## src/rtl/lfsr_arbiter_if.sv

```systemverilog
// Request/grant bundle for lfsr_arbiter: requests and pause in, one-hot grant,
// grant-stamped random value, raw LFSR state and lockup pulse out.
interface lfsr_arbiter_if #(
  parameter int NUM_REQ = 4
);
  logic               pause;
  logic [NUM_REQ-1:0] req;
  logic [NUM_REQ-1:0] gnt;
  logic [9:0]         rand_out;
  logic [9:0]         lfsr_state;
  logic               lock_err;

  modport master (
    output pause,
    output req,
    input  gnt,
    input  rand_out,
    input  lfsr_state,
    input  lock_err
  );

  modport slave (
    input  pause,
    input  req,
    output gnt,
    output rand_out,
    output lfsr_state,
    output lock_err
  );
endinterface

```

## src/rtl/lfsr_arbiter.sv

```systemverilog
// Round-robin arbiter with a post-grant cooldown; each grant carries a 10-bit LFSR sample.
// Build macro LFSR_ARB_LOCKUP_EN enables recovery from the all-ones XNOR lockup state.
//
// state | meaning
// IDLE  | waiting; decision cycle whenever pause=0 and any req is high
// GRANT | single-cycle one-hot grant, rand_out holds the deciding-cycle LFSR value
// COOL  | cooldown down-counter, leaves at terminal count 0
module lfsr_arbiter #(
  parameter int NUM_REQ = 4,
  parameter int GAP     = 4
) (
  input logic           clk,
  input logic           reset,
  lfsr_arbiter_if.slave bus
);

  localparam int         PTR_W    = $clog2(NUM_REQ);
  localparam logic [3:0] CNT_LOAD = (GAP == 0) ? 4'd0 : 4'(GAP - 1);

  if (NUM_REQ < 2 || NUM_REQ > 8) begin : g_bad_num_req
    $error("lfsr_arbiter: NUM_REQ must be in 2..8");
  end
  if (GAP < 0 || GAP > 15) begin : g_bad_gap
    $error("lfsr_arbiter: GAP must be in 0..15");
  end

  typedef enum logic [1:0] {
    IDLE  = 2'd0,
    GRANT = 2'd1,
    COOL  = 2'd2
  } state_t;

  state_t             state_q, state_d;
  logic [9:0]         lfsr_q, lfsr_d;
  logic [3:0]         cnt_q, cnt_d;
  logic [PTR_W-1:0]   ptr_q, ptr_d;
  logic [NUM_REQ-1:0] gnt_q, gnt_d;
  logic [9:0]         rand_q, rand_d;
  logic [PTR_W-1:0]   win_idx;
  logic               win_found;
  logic               decide;

  // LFSR bits 10..1 map to lfsr_q[9:0]; XNOR feedback makes all-ones the stuck state
`ifdef LFSR_ARB_LOCKUP_EN
  logic lock_hit;
  logic lock_q;

  assign lock_hit = (lfsr_q == 10'h3FF) && !bus.pause;

  always_ff @(posedge clk or posedge reset) begin
    if (reset) lock_q <= 1'b0;
    else       lock_q <= lock_hit;
  end

  assign bus.lock_err = lock_q;
`else
  assign bus.lock_err = 1'b0;
`endif

  always_comb begin
    lfsr_d = lfsr_q;
    if (!bus.pause) lfsr_d = {lfsr_q[8:0], ~(lfsr_q[9] ^ lfsr_q[6])};
`ifdef LFSR_ARB_LOCKUP_EN
    if (lock_hit) lfsr_d = 10'h000;
`endif
  end

  // search starts at ptr_q and wraps from NUM_REQ-1 back to 0
  always_comb begin
    int idx;
    idx       = 0;
    win_found = 1'b0;
    win_idx   = '0;
    for (int k = 0; k < NUM_REQ; k++) begin
      idx = int'(ptr_q) + k;
      if (idx >= NUM_REQ) idx = idx - NUM_REQ;
      if (!win_found && bus.req[idx[PTR_W-1:0]]) begin
        win_found = 1'b1;
        win_idx   = idx[PTR_W-1:0];
      end
    end
  end

  assign decide = (state_q == IDLE) && !bus.pause && win_found;

  always_ff @(posedge clk or posedge reset) begin
    if (reset) state_q <= IDLE;
    else       state_q <= state_d;
  end

  always_comb begin
    state_d = state_q;
    case (state_q)
      IDLE:    if (decide) state_d = GRANT;
      GRANT:   state_d = (GAP == 0) ? IDLE : COOL;
      COOL:    if (cnt_q == 4'd0 && !bus.pause) state_d = IDLE;
      default: state_d = IDLE;
    endcase
  end

  always_comb begin
    gnt_d  = '0;
    rand_d = rand_q;
    cnt_d  = cnt_q;
    ptr_d  = ptr_q;
    case (state_q)
      IDLE: begin
        if (decide) begin
          gnt_d[win_idx] = 1'b1;
          rand_d         = lfsr_q;
          ptr_d          = (win_idx == PTR_W'(NUM_REQ - 1)) ? '0 : win_idx + 1'b1;
        end
      end
      GRANT: cnt_d = CNT_LOAD;
      COOL: begin
        if (!bus.pause && cnt_q != 4'd0) cnt_d = cnt_q - 4'd1;
      end
      default: ;
    endcase
  end

  always_ff @(posedge clk or posedge reset) begin
    if (reset) begin
      lfsr_q <= '0;
      cnt_q  <= '0;
      ptr_q  <= '0;
      gnt_q  <= '0;
      rand_q <= '0;
    end else begin
      lfsr_q <= lfsr_d;
      cnt_q  <= cnt_d;
      ptr_q  <= ptr_d;
      gnt_q  <= gnt_d;
      rand_q <= rand_d;
    end
  end

  assign bus.gnt        = gnt_q;
  assign bus.rand_out   = rand_q;
  assign bus.lfsr_state = lfsr_q;

endmodule

```

## src/flat_wrapper.sv

```systemverilog
// flat-port wrapper written by rule: the top's interface ports become plain ports
module lfsr_arbiter_flat 
#(
  parameter int NUM_REQ = 4,
  parameter int GAP     = 4
)
  (clk, reset, bus_pause, bus_req, bus_gnt, bus_rand_out, bus_lfsr_state, bus_lock_err);
  lfsr_arbiter_if #(.NUM_REQ(NUM_REQ)) bus_i ();
  input logic clk;
  input logic reset;
  input wire logic [$bits(bus_i.pause)-1:0] bus_pause;
  input wire logic [$bits(bus_i.req)-1:0] bus_req;
  output wire logic [$bits(bus_i.gnt)-1:0] bus_gnt;
  output wire logic [$bits(bus_i.rand_out)-1:0] bus_rand_out;
  output wire logic [$bits(bus_i.lfsr_state)-1:0] bus_lfsr_state;
  output wire logic [$bits(bus_i.lock_err)-1:0] bus_lock_err;
  assign bus_i.pause = bus_pause;
  assign bus_i.req = bus_req;
  assign bus_gnt = bus_i.gnt;
  assign bus_rand_out = bus_i.rand_out;
  assign bus_lfsr_state = bus_i.lfsr_state;
  assign bus_lock_err = bus_i.lock_err;
  lfsr_arbiter #(.NUM_REQ(NUM_REQ), .GAP(GAP)) u_core (.clk(clk), .reset(reset), .bus(bus_i));
endmodule
```

## config.mk

```make
export PLATFORM = sky130hd
export DESIGN_NAME = lfsr_arbiter_flat
export DESIGN_NICKNAME = d
export VERILOG_FILES = /design/src/rtl/lfsr_arbiter_if.sv /design/src/rtl/lfsr_arbiter.sv /design/src/flat_wrapper.sv
export SDC_FILE = /design/constraint.sdc
export NUM_CORES = 1
export LEC_CHECK = 0
export ABC_CLOCK_PERIOD_IN_PS = 2000
export BUFFER_PORTS_ARGS = -buffer_cell sky130_fd_sc_hd__buf_2
export CAP_MARGIN = 0
export CORE_UTILIZATION = 55
export CTS_BUF_LIST = sky130_fd_sc_hd__clkbuf_2 sky130_fd_sc_hd__clkbuf_4 sky130_fd_sc_hd__clkbuf_8
export DETAILED_ROUTE_END_ITERATION = 8
export HOLD_SLACK_MARGIN = 0.05
export PLACE_DENSITY = 0.84
export SYNTH_ARGS = -nofsm -noshare
export SYNTH_HDL_FRONTEND = slang
export SYNTH_SLANG_ARGS = --single-unit
```

## constraint.sdc

```tcl
create_clock -name clk -period 2 [get_ports clk]
set_clock_uncertainty 0.2 [all_clocks]
set_input_delay 0.2 -clock clk [delete_from_list [all_inputs] [get_ports clk]]
set_output_delay 0.2 -clock clk [all_outputs]
set_load 0.01 [all_outputs]
```

==> key figures <==
Final layout
  • Layout area overhead: 17.38%
  • Proportion of layout cells with a drive suffix above 1: 46.00%
  • Final design utilization: 69.69%
  • # nets final: 162
  • Final design instance area without fill: 0.001758 sq mm
  • Count of antenna diodes in the layout: 0

Drt
  • Wire length per cell: 13.87 um
  • Post-DRT Antenna Nets: 0
  • TritonRoute pass-1 iters: 4
  • Number of DRC markers in iteration 0: 3
  • Vias per inst: 5.350
  • Total via count after detailed routing: 963
  • Final wirelength: 2497 um
  • DRC violation count after routing: 0

Timing
  • Period utilisation layout: 95.04%
  • Final setup TNS: 0 ns
  • Least setup slack across all paths after layout: 0.09918 ns
  • Setup repair after global routing missed its margin: no
  • Number of endpoints with negative hold slack in the final report: 0
  • Number of failing setup endpoints in the final timing report: 0
  • F_max: 0.5261 GHz
  • Max Slew Vio Count: 0
  • Time the final worst path needs with I/O delays and setup: 1.901 ns
  • Final Hold Slack: 0.05967 ns

Synth
  • Mapped cell area: 0.001498 sq mm
  • Count of unique library cells instantiated by Yosys: 36
  • Synthesized area per cell: 13.49 sq um
  • Syn_nets: 124
  • Number of synthesized flops with an enable pin: 0
  • Sequential fraction of the synthesis area: 53.47%
  • Ys flop type: dfrtp_1
  • Post-synthesis cell count: 111
  • Synthesis warning total: 0
  • Async S/R FF share, synth: 100.0%
  • Synthesized flop and latch total: 32

Place
  • DPL Wire Length: 1828 um
  • Global placement routability congestion: 0.7432
  • Number of input and output port buffers inserted: 30
  • Worst slack after detailed placement: 0.06253 ns
  • Standard cell area after detailed placement: 0.001672 sq mm

Worst setup path
  • Worst-path cell with the longest stage delay: dfrtp_1
  • Slack of the worst reg-to-reg path: 0.1 ns
  • Startpoint types: flip-flop
  • Critical-path cell list: mux2_2 -> nand2_1 -> and4_2 -> ha_1 -> mux2_4
  • Family with the most delay on the worst path: multiplexers
  • Worst setup path category: reg -> reg
  • CP endpoint kind: flip-flop
  • Largest stage delay on the critical path: 0.41 ns
  • Arrival time at the worst endpoint: 1.93 ns
  • Required arrival time at the worst endpoint: 2.02 ns
  • Critical-path maximum fanout: 4
  • CP bufs+invs: 0

Floorplanning
  • Die width: 54.19 um
  • Floorplan die area: 0.002936 sq mm
  • Row Count: 18
  • # IOs: 32
  • Die Span Y: 54.19 um
  • Core region area: 0.002522 sq mm
  • Initial cell density of the core: 59.37%

Worst hold path
  • Min-delay worst type: in -> reg

Global routing
  • Via count of the first global-routing pass: 892
  • GRT overflow: 0
  • Aggregate global-route resource usage: 21.16%
  • Number of antenna violations at the first check in global routing: 0
  • Pin count of the biggest net entering global routing: 33
  • Global-route wire length before repair: 4119 um

Clock network
  • CTS max path bufs: 2
  • Clock sinks: 32
  • Hold-fix buffers, CTS: 2
  • Post-CTS Repair Setup Buffers: 0
  • Clk root buf: clkbuf_4
  • Post-cts sizing count: 0
  • Number of buffers created by CTS: 5
  • Total number of H-tree levels: 2
  • Insertion delay of the later-clocked pin in the worst-skew pair: 0.34 ns
  • CTS tree: yes
  • Clock slew at the register clock pins of the worst setup and hold paths: 0.10 ns

Power and ir drop
  • Power density over cell area: 1509 mW/mm^2
  • Worst voltage drop across the vdd grid: 1.169 mV
  • Static leakage: 0.0009302 uW

Outcome
  • Run status: completed

Run
  • Number of maximum-capacitance constraint violations: 0
==> final cells by class <==
class / instances / area [sq um]
Sequential cell: 32 / 800.8
Fill cell: 193 / 764.5
Multi-Input combinational cell: 70 / 641.9
Timing Repair Buffer: 35 / 192.7
Clock buffer: 7 / 58.81
Tap cell: 30 / 37.54
Inverter: 5 / 18.77
Clock inverter: 1 / 7.507
==> final timing paths <==
| path | start | endpoint | cells past startpoint |
|---|---|---|---|
| worst max-delay path | u_core.ptr_q[1] | u_core.ptr_q[1] | 5 |
| worst min-delay path | bus_pause | u_core.bus.lfsr_state[0] | 3 |
| worst max register to register | u_core.ptr_q[1] | u_core.ptr_q[1] | 5 |
| worst min register to register | u_core.cnt_q[3] | u_core.cnt_q[3] | 1 |
| max in group asynchronous | reset | u_core.bus.gnt[2] | 4 |
| min in group asynchronous | reset | u_core.cnt_q[1] | 4 |
==> power breakdown <==
group	switching, uW	leakage [uW]	internal, uW
clock	212	0.0000349	185
combinational	482	0.000504	599
sequential	235	0.000392	939
==> synth_stat cells, types with 2 or more instances <==
master,number,area (sq um)
dfrtp_1,32,800.8
inv_1,4,15.01
nand2b_1,3,18.77
ha_1,6,75.07
mux2i_1,2,20.02
nand2_1,7,26.28
a21oi_1,2,10.01
mux2_2,11,123.9
mux2_4,11,165.2
and3_1,5,31.28
o21ai_0,2,10.01
nand3_1,2,10.01
==> placed cells by master, fill, tap and decap left out, types with 2 or more instances in the layout <==
| master | count |
|---|---|
| and3_1 | 5 |
| dlygate4sd3_1 | 2 |
| nand2b_1 | 3 |
| mux2i_1 | 2 |
| inv_1 | 4 |
| nand3_1 | 2 |
| clkbuf_4 | 6 |
| o21ai_0 | 2 |
| nand2_1 | 7 |
| ha_1 | 6 |
| a21oi_1 | 2 |
| mux2_2 | 11 |
| mux2_4 | 11 |
| buf_4 | 3 |
| dfrtp_1 | 32 |
| buf_2 | 30 |
==> registers in the layout, indices dropped and copies added (netlist names) <==
register / count
u_core.bus.gnt: 4
u_core.bus.lfsr_state: 10
u_core.bus.rand_out: 10
u_core.cnt_q: 4
u_core.ptr_q: 2
u_core.state_q: 2
==> stage by stage <==
step,power [uW],instances
2_1_floorplan,1908,111
3_3_place_gp,2209,170
3_5_place_dp,2277,170
4_1_cts,2685,180
5_1_grt,2864,180
6_report,2652,180
==> worst reg2reg max path: cells and delay by family (launching register included) <==
kind / cells / cell delay [ns]
adders and majority gates: 1 / 0.23
and+or+nand+nor: 2 / 0.35
DFF: 1 / 0.41
muxes: 2 / 0.60
==> logic make-up after synthesis <==
group	share of synthesized area, %
other	0.2504
and+or+nand+nor	12.03
muxes	20.64
buffers and inverters	3.675
DFF	53.47
AOI/OAI and AO/OA	4.345
xor gates and xnor gates	0.5849
adders and majority gates	5.012
==> layer usage <==
| layer | vias to the layer above | part of all wire [%] | GRT usage [%] |
|---|---|---|---|
| met5 | - | 0 | 0 |
| met4 | 0 | 0 | 7.265 |
| met3 | 0 | 6.0 | 10.17 |
| met2 | 29 | 50 | 31.50 |
| met1 | 473 | 44 | 26.73 |
| li1 | 461 | - | - |
Power figures use the tool's default switching activity.
